### src/rtl/biu_arb_pkg.sv
// biu_arb_pkg: shared definitions for the system-bus arbiter.
//   - FSM state encodings (legacy 3-bit values, bit 2 marks a locked hold)
//   - owner codes reported on the debug owner port
//   - opc_biu bus opcodes shared with ins_dec and the BIU
//   - owner_of(): maps an FSM state onto its owner code
package biu_arb_pkg;

    localparam logic [2:0] ST_IDLE  = 3'b000;
    localparam logic [2:0] ST_BUSY0 = 3'b001;
    localparam logic [2:0] ST_BUSY1 = 3'b010;
    localparam logic [2:0] ST_HOLD0 = 3'b101;
    localparam logic [2:0] ST_HOLD1 = 3'b110;

    localparam logic [1:0] OWN_NONE = 2'b00;
    localparam logic [1:0] OWN_M0   = 2'b01;
    localparam logic [1:0] OWN_M1   = 2'b10;

    localparam logic [2:0] OPC_NOP   = 3'b000;
    localparam logic [2:0] OPC_FETCH = 3'b001;
    localparam logic [2:0] OPC_LB    = 3'b010;
    localparam logic [2:0] OPC_LH    = 3'b011;
    localparam logic [2:0] OPC_LW    = 3'b100;
    localparam logic [2:0] OPC_SB    = 3'b101;
    localparam logic [2:0] OPC_SH    = 3'b110;
    localparam logic [2:0] OPC_SW    = 3'b111;

    function automatic logic [1:0] owner_of(input logic [2:0] st);
        logic [1:0] own;
        case (st)
            ST_BUSY0, ST_HOLD0: own = OWN_M0;
            ST_BUSY1, ST_HOLD1: own = OWN_M1;
            default:            own = OWN_NONE;
        endcase
        return own;
    endfunction

endpackage

### src/rtl/biu_arb_timer.sv
// arb_timer: loadable up-counter with synchronous clear and terminal-count flag.
//   clk_i      clock
//   rst_i      synchronous active-high reset (count -> 0)
//   clr_i      clear count to 0 (highest priority after reset)
//   en_i       count enable; the count saturates at MAX
//   load_i     load load_val_i into the count
//   load_val_i value to load
//   tc_o       high while the count equals MAX
module arb_timer #(
    parameter int unsigned WIDTH = 8,
    parameter int unsigned MAX   = 255
) (
    input  logic             clk_i,
    input  logic             rst_i,
    input  logic             clr_i,
    input  logic             en_i,
    input  logic             load_i,
    input  logic [WIDTH-1:0] load_val_i,
    output logic             tc_o
);

    logic [WIDTH-1:0] cnt_q, cnt_d;

    assign tc_o = (cnt_q == WIDTH'(MAX));

    always_comb begin
        cnt_d = cnt_q;
        if (clr_i) begin
            cnt_d = '0;
        end else if (load_i) begin
            cnt_d = load_val_i;
        end else if (en_i && !tc_o) begin
            cnt_d = cnt_q + WIDTH'(1);
        end
    end

    always_ff @(posedge clk_i) begin
        if (rst_i) begin
            cnt_q <= '0;
        end else begin
            cnt_q <= cnt_d;
        end
    end

endmodule

### src/rtl/biu_arb.sv
// biu_arb: two-master arbiter/sequencer for the single system bus port.
//   m0_* : core BIU (fetch, load/store, AMO sequences)
//   m1_* : debug/DMA engine
//   mx_req/lock/opc/addr/wdata in, mx_rdata/rdy/err out (rdy, err: 1-cycle pulses)
//   s_req/opc/addr/wdata out to slave, s_ack/err/rdata in from slave
//   owner: debug view of current owner (00 none, 01 m0, 10 m1)
// Round-robin on contention, grant retained across locked sequences, hung slaves
// aborted after TIMEOUT cycles, idle locks dropped after LOCK_MAX cycles.
module biu_arb
    import biu_arb_pkg::*;
#(
    parameter int unsigned TIMEOUT  = 255,
    parameter int unsigned LOCK_MAX = 15
) (
    input  logic        clk,
    input  logic        rst,
    input  logic        m0_req,
    input  logic        m0_lock,
    input  logic [2:0]  m0_opc,
    input  logic [33:0] m0_addr,
    input  logic [31:0] m0_wdata,
    output logic [31:0] m0_rdata,
    output logic        m0_rdy,
    output logic        m0_err,
    input  logic        m1_req,
    input  logic        m1_lock,
    input  logic [2:0]  m1_opc,
    input  logic [33:0] m1_addr,
    input  logic [31:0] m1_wdata,
    output logic [31:0] m1_rdata,
    output logic        m1_rdy,
    output logic        m1_err,
    output logic        s_req,
    output logic [2:0]  s_opc,
    output logic [33:0] s_addr,
    output logic [31:0] s_wdata,
    input  logic        s_ack,
    input  logic        s_err,
    input  logic [31:0] s_rdata,
    output logic [1:0]  owner
);

    localparam int unsigned TO_W = $clog2(TIMEOUT + 1);
    localparam int unsigned LK_W = $clog2(LOCK_MAX + 1);

    logic [2:0] state_q, state_d;
    logic       rr_q, rr_d;      // 0: m0 wins next contention, 1: m1
    logic       busy, hold, sel1;
    logic       cnt_clr, to_tc, lk_tc;

    assign busy    = (state_q == ST_BUSY0) || (state_q == ST_BUSY1);
    assign hold    = (state_q == ST_HOLD0) || (state_q == ST_HOLD1);
    assign sel1    = (state_q == ST_BUSY1);
    assign cnt_clr = (state_d != state_q);

    arb_timer #(.WIDTH(TO_W), .MAX(TIMEOUT)) u_timeout (
        .clk_i      (clk),
        .rst_i      (rst),
        .clr_i      (cnt_clr),
        .en_i       (busy),
        .load_i     (1'b0),
        .load_val_i ('0),
        .tc_o       (to_tc)
    );

    arb_timer #(.WIDTH(LK_W), .MAX(LOCK_MAX)) u_lock (
        .clk_i      (clk),
        .rst_i      (rst),
        .clr_i      (cnt_clr),
        .en_i       (hold),
        .load_i     (1'b0),
        .load_val_i ('0),
        .tc_o       (lk_tc)
    );

    always_comb begin
        state_d = state_q;
        rr_d    = rr_q;
        case (state_q)
            ST_IDLE: begin
                if (m0_req && m1_req) begin
                    state_d = rr_q ? ST_BUSY1 : ST_BUSY0;
                    rr_d    = ~rr_q;
                end else if (m0_req) begin
                    state_d = ST_BUSY0;
                end else if (m1_req) begin
                    state_d = ST_BUSY1;
                end
            end
            // An ack in the expiry cycle still completes normally.
            ST_BUSY0: begin
                if (s_ack)      state_d = m0_lock ? ST_HOLD0 : ST_IDLE;
                else if (to_tc) state_d = ST_IDLE;
            end
            ST_BUSY1: begin
                if (s_ack)      state_d = m1_lock ? ST_HOLD1 : ST_IDLE;
                else if (to_tc) state_d = ST_IDLE;
            end
            ST_HOLD0: begin
                if (m0_req)                 state_d = ST_BUSY0;
                else if (!m0_lock || lk_tc) state_d = ST_IDLE;
            end
            ST_HOLD1: begin
                if (m1_req)                 state_d = ST_BUSY1;
                else if (!m1_lock || lk_tc) state_d = ST_IDLE;
            end
            default: state_d = ST_IDLE;
        endcase
    end

    always_ff @(posedge clk) begin
        if (rst) begin
            state_q <= ST_IDLE;
            rr_q    <= 1'b0;
        end else begin
            state_q <= state_d;
            rr_q    <= rr_d;
        end
    end

    // Outputs are gated by rst so the bus drops in the cycle reset is sampled.
    // In the timeout cycle s_req is already low while the error pulse goes back.
    always_comb begin
        s_req    = 1'b0;
        s_opc    = '0;
        s_addr   = '0;
        s_wdata  = '0;
        m0_rdy   = 1'b0;
        m0_err   = 1'b0;
        m0_rdata = '0;
        m1_rdy   = 1'b0;
        m1_err   = 1'b0;
        m1_rdata = '0;
        owner    = OWN_NONE;
        if (!rst) begin
            owner = owner_of(state_q);
            if (busy) begin
                if (!to_tc) begin
                    s_req   = 1'b1;
                    s_opc   = sel1 ? m1_opc   : m0_opc;
                    s_addr  = sel1 ? m1_addr  : m0_addr;
                    s_wdata = sel1 ? m1_wdata : m0_wdata;
                end
                if (s_ack || to_tc) begin
                    if (sel1) begin
                        m1_rdy   = 1'b1;
                        m1_err   = s_ack ? s_err : 1'b1;
                        m1_rdata = s_ack ? s_rdata : '0;
                    end else begin
                        m0_rdy   = 1'b1;
                        m0_err   = s_ack ? s_err : 1'b1;
                        m0_rdata = s_ack ? s_rdata : '0;
                    end
                end
            end
        end
    end

endmodule

### config.mk
export PLATFORM = sky130hd
export DESIGN_NAME = biu_arb
export DESIGN_NICKNAME = d
export VERILOG_FILES = /design/src/rtl/biu_arb_pkg.sv /design/src/rtl/biu_arb_timer.sv /design/src/rtl/biu_arb.sv
export SDC_FILE = /design/constraint.sdc
export NUM_CORES = 1
export LEC_CHECK = 0
export BUFFER_PORTS_ARGS = -buffer_cell sky130_fd_sc_hd__buf_4
export CORE_AREA = 8 8 117 119
export DETAILED_ROUTE_END_ITERATION = 6
export DIE_AREA = 0 0 125 127
export SYNTH_ARGS = -nofsm -noshare
export SYNTH_HDL_FRONTEND = slang
export SYNTH_SLANG_ARGS = --single-unit
### constraint.sdc
create_clock -name clk -period 2.2 [get_ports clk]
set_input_delay 0.22 -clock clk [delete_from_list [all_inputs] [get_ports clk]]
set_output_delay 0.22 -clock clk [all_outputs]
set_load 0.005 [all_outputs]
==> impl_results.md, run 1 <==
* Worst R2R Setup Slack at 0.09 ns
* Placement row count at 40
* GRT Total Usage at 0.179
* Boundary Pins at 318
* Fraction of registers with async set/reset at 0
* Dpl hpwl at 12600 um
* Largest net degree at the start of global routing at 70
* Post-Syn Nets at 627
* DP Area at 0.00538 mm2
* Post-synth top cells: nand2_1, a21oi_2, and3_1
* Reg-to-reg endpoint: u_lock.cnt_q[3]$_SDFFE_PP0P_
* IO buf count at 317
* Reg2reg path depth at 8
* Worst path required time at 1.98 ns
* Crit Path Category: flop to primary output
* Worst setup path endpoint: s_wdata[25]
* Die area at 0.0159 mm2
* Final period util at 0.998
* P per Cell Area at 333 mW/mm2
* Vias in the first global route at 4210
* Crit path from: u_timeout.cnt_q[1]$_SDFFE_PP0P_
* Leak at 0.00300 uW
* Die width at 125 um
* Post-synthesis cell count at 447
* First-pass GRT wire length at 23600 um
* Max frequency at 456 MHz
* Initial antenna violation count at 0
* Drt via density at 4.79
* Flops & latches, synth at 16
* Yosys top cell area share at 0.209
* Clock buffer depth at 2
* Slew headroom at 0.690
* VDD IR-drop max at 0.252 mV
* CTS Buf Count at 3
* Clk sinks at 16
* Max cap viols at 0
* Residual DRC count at 0
* Worst slew pin tran at 0.459 ns
* Worst skew pair latency at 0.25 ns
* Core ar. at 0.0118 mm2
* TritonCTS clock tree: done
* Finished Layout Cells at 898
* CP max FO at 9
* Grt ovf at 0
* Clock Skews at 0.00426 ns
* Nets at 932
* Share of cells above drive strength 1 at 0.597
* P&R area growth vs syn at 97.2%
* Syn Area/Cell at 6.47 um2
* Fin. Hold Viols at 0
* Top_reg_cell synth: dfxtp_1
* Final GP Congestion at 0.867
* Layout Cell Area excl Fill at 0.00571 mm2
* CP startpoint kind: flop
* Detailed Route WL at 16200 um
* N_diodes at 0
* Routed Antenna Nets at 0
* Min Tclk post-route at 2.19 ns
* Setup crit end kind: primary output
* Synth area leader: a21oi_2
* Min-delay worst type: primary input to flop
* Drt initial violations at 256
* Ys Warns at 0
* Count of different cell masters after synthesis at 46
* CTS Root Cell: clkbuf_16
* First-pass DRT Iterations at 4
* Register area share after synthesis at 0.111
* Outcome: finished, final reports clean
* Clk slew on worst S/H paths at 0.05 ns
* Worst r2r src: u_timeout.cnt_q[1]$_SDFFE_PP0P_
* # setup viols final at 0
* Netlist Area Pre-Place at 0.00289 mm2
* Die height at 127 um
* Count leader, synth: nand2_1
* Placed insts at 883
* Unrepaired setup endpoints after global routing: true
* Number of flops mapped to enable cells by yosys at 0
* WP data arrival at 1.97 ns
* Max H-tree Level at 1
* Via count at 4297
* Initial core utilization at 0.245
* Top cells by area, synth: a21oi_2, nand2_1, and3_1
* Filler cells at 1225
* Post-DR wirelength/cell at 18.0 um
* Slew Viols, Final at 0
==> worst min-delay path by stage <==
stage	end	slack [ns]	startpoint	cells past startpoint
after global placement	u_timeout.cnt_q[1]$_SDFFE_PP0P_	0.49	u_timeout.cnt_q[1]$_SDFFE_PP0P_	2
after floorplan	state_q[2]$_SDFF_PP0_	0.36	s_ack	2
after global routing	state_q[0]$_SDFF_PP0_	0.29	rst	2
after detailed placement	u_lock.cnt_q[3]$_SDFFE_PP0P_	0.52	u_lock.cnt_q[3]$_SDFFE_PP0P_	2
after CTS	state_q[0]$_SDFF_PP0_	0.25	rst	2
final	state_q[0]$_SDFF_PP0_	0.28	rst	2
==> per-stage QoR <==
stage | setup WS (ns) | hold WS [ns] | total power (uW) | util | setup TNS (ns)
floorplan | 0.458 | 0.359 | 859 | - | 0
global placement | 0.147 | 0.490 | 1390 | 0.455 | 0
detailed placement | 0.122 | 0.518 | 1410 | 0.455 | 0
CTS | -0.00420 | 0.250 | 1830 | 0.466 | -0.00420
global route | -0.0269 | 0.294 | 2010 | 0.483 | -0.527
finish | 0.00509 | 0.284 | 1900 | 0.483 | 0
==> cells by family after synthesis <==
group,synth area share
AO/OA/AOI/OAI,0.264
XOR/XNOR,0.0298
adder cells (fa/ha/maj),0.00865
buffers and inverters,0.0908
flip-flops,0.111
multiplexers,0.0138
AND/OR/NAND/NOR,0.482
==> worst max-delay path: stages, from the launching register on <==
cell and delay (ns):
dfxtp_1 0.32, ha_2 0.21, nand4_1 0.16, nor2_4 0.08, or3_4 0.49, buf_16 0.19
a21oi_2 0.13, buf_4 0.13
==> layout make-up <==
type,instances,area [um2],area share
clock buffer,4,88.8,0.0156
inverter,6,22.5,0.00395
multi-input combinational,384,2390,0.419
sequential,16,324,0.0568
tap,147,184,0.0322
timing repair buffer,341,2700,0.472
==> registers in the layout, summed over array words and instances (netlist names) <==
signal           cells
u_lock.cnt_q         4
u_timeout.cnt_q      8
rr_q                 1
state_q              3
==> layout by cell type (no fill, tap or decap), types with 2 or more instances in the layout <==
| master | n |
|---|---|
| buf_4 | 329 |
| nand2_1 | 148 |
| and3_1 | 65 |
| a21oi_2 | 65 |
| nor2_1 | 15 |
| dfxtp_1 | 13 |
| nor2_2 | 10 |
| nand3_1 | 6 |
| nand2b_1 | 6 |
| clkbuf_16 | 6 |
| inv_1 | 5 |
| xnor2_1 | 5 |
| a21oi_1 | 5 |
| a21oi_4 | 4 |
| o21ai_0 | 4 |
| mux2i_1 | 4 |
| nand4_1 | 3 |
| nor2_4 | 3 |
| or3_4 | 3 |
| xor2_1 | 3 |
| nor4_1 | 3 |
| buf_6 | 3 |
| buf_12 | 3 |
| dfxtp_2 | 3 |
| nand2b_2 | 2 |
| nor2b_1 | 2 |
| nand4b_1 | 2 |
| buf_8 | 2 |
==> layer usage <==
layer,global-route usage,vias up,wire length [um]
li1,-,2118,-
met1,0.203,1959,6510
met2,0.331,208,8270
met3,0.0499,12,1220
met4,0.0315,0,192
met5,0,-,0
==> what timing repair did <==
action                     CTS  global route
gates cloned                 0             6
setup endpoints to repair   61            64
setup buffers                2             3
pin swaps                    1             2
resized for setup            5            19
hold buffers                 0             0
==> power by group <==
group          leakage (uW)  switching (uW)  internal, uW  total [uW]
clock network     0.0000442             118           276         394
logic               0.00282             583           607        1190
registers          0.000131            14.5           301         315
No activity file was read; power rests on OpenSTA's default activity.
==> run 2, diff against run 1 <==
--- a/config.mk
+++ b/config.mk
@@ -6,9 +6,11 @@
 export NUM_CORES = 1
 export LEC_CHECK = 0
 export BUFFER_PORTS_ARGS = -buffer_cell sky130_fd_sc_hd__buf_4
-export CORE_AREA = 8 8 117 119
+export CORE_AREA = 8 8 118 120
+export CTS_BUF_LIST = sky130_fd_sc_hd__clkbuf_8
 export DETAILED_ROUTE_END_ITERATION = 6
-export DIE_AREA = 0 0 125 127
+export DIE_AREA = 0 0 126 128
 export SYNTH_ARGS = -nofsm -noshare
 export SYNTH_HDL_FRONTEND = slang
+export SYNTH_HIERARCHICAL = 1
 export SYNTH_SLANG_ARGS = --single-unit
==> impl_results.md, run 2 <==
* Boundary Pins at 318 (unchanged)
* P per Cell Area at 304 mW/mm2 (was 333 mW/mm2)
* Count leader, synth: nand2_1 (unchanged)
* Routed Antenna Nets at 0 (unchanged)
* Post-synth top cells: nand2_1, a21oi_2, and3_1 (unchanged)
* Syn Area/Cell at 6.39 um2 (was 6.47 um2)
* Final period util at 1.04 (was 0.998)
* Finished Layout Cells at 944 (was 898)
* Netlist Area Pre-Place at 0.00296 mm2 (was 0.00289 mm2)
* Drt via density at 4.86 (was 4.79)
* Via count at 4591 (was 4297)
* Crit-path cells: ha_4 -> and4_4 -> nand2_2 -> inv_2 -> or3_4 -> buf_12 -> clkbuf_16 -> a21oi_2 -> buf_4 (was ha_2 -> nand4_1 -> nor2_4 -> or3_4 -> buf_16 -> a21oi_2 -> buf_4)
* Post-synthesis compound-gate area fraction at 0.311 (was 0.264)
* Residual DRC count at 0 (unchanged)
* Layout Cell Area excl Fill at 0.00624 mm2 (was 0.00571 mm2)
* Flops & latches, synth at 16 (unchanged)
* Clk slew on worst S/H paths at 0.07 ns (was 0.05 ns)
* Drt initial violations at 369 (was 256)
* Setup crit end kind: primary output (unchanged)
* Largest family of logic cells by synthesized area: simple AND/OR/NAND/NOR gates (unchanged)
* Layout Utilization at 0.511 (was 0.483)
* Max FFs per register at 8 (unchanged)
* Adder-Cell Fraction of Synth Area at 0.00846 (was 0.00865)
* Number of flops mapped to enable cells by yosys at 0 (unchanged)
* Crit Path Category: flop to primary output (unchanged)
* Post-route setup TNS at -3.72 ns (was 0 ns)
* Register area share after synthesis at 0.108 (was 0.111)
* Yosys top cell area share at 0.204 (was 0.209)
* Initial core utilization at 0.242 (was 0.245)
* Slew Viols, Final at 0 (unchanged)
* Slack of the critical path at -0.0801 ns (was 0.00509 ns)
* XOR/XNOR share of the synthesized area at 0.00296 (was 0.0298)
* Fin. Hold Viols at 0 (unchanged)
* Worst path required time at 1.98 ns (about the same)
* Most frequent cells in the layout: buf_4, nand2_1, and3_1 (was buf_4, nand2_1, and3_1, a21oi_2, nor2_1)
* Hold buffer count at cts at 0 (unchanged)
* Post-synthesis mux area share at 0 (was 0.0138)
* Outcome: finished with violations (was finished, final reports clean)
* Core ar. at 0.0122 mm2 (was 0.0118 mm2)
* Post-synthesis cell count at 463 (was 447)
* Unrepaired setup endpoints after global routing: true (unchanged)
* Clock buffer depth at 2 (unchanged)
* Synth area leader: a21oi_2 (unchanged)
* GRT Total Usage at 0.208 (was 0.179)
* Post-DR wirelength/cell at 19.6 um (was 18.0 um)
* Violated checks: setup timing
* Min Tclk post-route at 2.28 ns (was 2.19 ns)
* Final GP Congestion at 0.911 (was 0.867)
* Ys Warns at 6 (was 0)
* Max H-tree Level at 1 (unchanged)
* IO buf count at 317 (unchanged)
* Max frequency at 439 MHz (was 456 MHz)
* Crit path buf inv count at 4 (was 2)
* CP delay by family, top: simple AND/OR/NAND/NOR gates (unchanged)
* Clock Skews at 0.00354 ns (was 0.00426 ns)
* Commonest non-fill, non-tap cell in the layout: buf_4 (unchanged)
* Count of different cell masters after synthesis at 50 (was 46)
* Clk sinks at 16 (unchanged)
* N_diodes at 0 (unchanged)
* Detailed Route WL at 18500 um (was 16200 um)
* Leak at 0.00323 uW (was 0.00300 uW)
* Worst skew pair latency at 0.25 ns (about the same)
* # setup viols final at 71 (was 0)
* Die width at 126 um (was 125 um)
* Biggest regs: u_timeout/cnt_q x8, u_lock/cnt_q x4, state_q x3 (was u_timeout.cnt_q x8, u_lock.cnt_q x4, state_q x3)
* CTS Buf Count at 3 (unchanged)
* Nets at 975 (was 932)
* First-pass DRT Iterations at 7 (was 4)
* Grt ovf at 0 (unchanged)
* Fraction of registers with async set/reset at 0 (unchanged)
* WP data arrival at 2.06 ns (was 1.97 ns)
* CP max FO at 6 (was 9)
* CTS Root Cell: clkbuf_8 (was clkbuf_16)
* Synth Area in Simple Gates at 0.472 (was 0.482)
* Largest Register: u_timeout/cnt_q (was u_timeout.cnt_q)
* Min-delay worst type: primary input to flop (unchanged)
* Hold WS at 0.258 ns (was 0.284 ns)
* Critical Path Slowest Stage Cell: or3_4 (unchanged)
* Initial antenna violation count at 0 (unchanged)
* Share of cells above drive strength 1 at 0.579 (was 0.597)
* P&R area growth vs syn at 111% (was 97.2%)
* Placed insts at 922 (was 883)
* Vias in the first global route at 4311 (was 4210)
* TritonCTS clock tree: done (unchanged)
* Die area at 0.0161 mm2 (was 0.0159 mm2)
* VDD IR-drop max at 0.218 mV (was 0.252 mV)
* First-pass GRT wire length at 26900 um (was 23600 um)
* DP Area at 0.00554 mm2 (was 0.00538 mm2)
* Dpl hpwl at 13600 um (was 12600 um)
* Filler cells at 1193 (was 1225)
* Die height at 128 um (was 127 um)
* Max cap viols at 0 (unchanged)
* Placement row count at 41 (was 40)
* Largest net degree at the start of global routing at 103 (was 70)
* Worst path max stage delay at 0.44 ns (was 0.49 ns)
* Top_reg_cell synth: dfxtp_1 (unchanged)
* CP startpoint kind: flop (unchanged)
* Top cells by area, synth: a21oi_2, nand2_1, and3_1 (unchanged)
-- run 2: power breakdown --
group,leakage (uW),switching (uW),internal [uW]
registers,0.000133,28.2,314
clock network,0.0000288,112,159
logic,0.00307,612,670
-- run 2: path summary, 6_finish.rpt --
kind	startpoint	endpoint	depth (start not counted)	slack [ns]
worst min register to register	state_q[1]$_SDFF_PP0_	state_q[0]$_SDFF_PP0_	1	0.49
worst max register to register	u_timeout/cnt_q[1]$_SDFFE_PP0P_	u_timeout/cnt_q[3]$_SDFFE_PP0P_	13	-0.05
worst min-delay path	rst	state_q[1]$_SDFF_PP0_	2	0.26
worst max-delay path	u_timeout/cnt_q[1]$_SDFFE_PP0P_	s_wdata[27]	9	-0.08
-- run 2: kinds of logic (layout without fill, tap and decap cells) --
kind of cell,after synthesis,count (layout)
AND/OR/NAND/NOR,276,276
XOR/XNOR,1,1
buffers and inverters,54,366
other,1,20
adder cells (fa/ha/maj),2,2
AO/OA/AOI/OAI,113,113
flip-flops,16,16
-- run 2: final cells by class --
class,count,area (um2),share of cell area
clock buffer,4,55.1,0.00882
inverter,8,35.0,0.00561
multi-input combinational,412,2650,0.424
sequential,16,329,0.0527
tap,150,188,0.0301
timing repair buffer,354,2990,0.479
-- run 2: stage by stage --
| stage | power [uW] | setup WS, ns |
|---|---|---|
| 2_1_floorplan | 837 | 0.0320 |
| 3_3_place_gp | 1350 | 0.0738 |
| 3_5_place_dp | 1360 | 0.0117 |
| 4_1_cts | 1800 | -0.0854 |
| 5_1_grt | 2010 | -0.151 |
| 6_report | 1900 | -0.0801 |
-- run 2: repair_timing --
action,4_1_cts,5_1_grt
endpoints found under the setup margin,71,81
pin swaps,2,12
resized for setup,16,58
setup buffers,5,3
gates cloned,9,1
-- run 2: worst reg2reg max path, delay by kind of cell, from the launching register on --
kind	cells	cell delay (ns)
DFF	1	0.34
buffers and inverters	3	0.35
and+or+nand+nor	5	0.66
adders and majority gates	1	0.16
AOI/OAI and AO/OA	4	0.65
-- run 2: per-layer routing --
| metal | vias to the layer above | global-route usage | wire length [um] |
|---|---|---|---|
| met2 | 184 | 0.376 | 9640 |
| met4 | 0 | 0.0481 | 291 |
| met3 | 20 | 0.0358 | 1100 |
| met5 | - | 0 | 0 |
| li1 | 2257 | - | - |
| met1 | 2130 | 0.251 | 7490 |
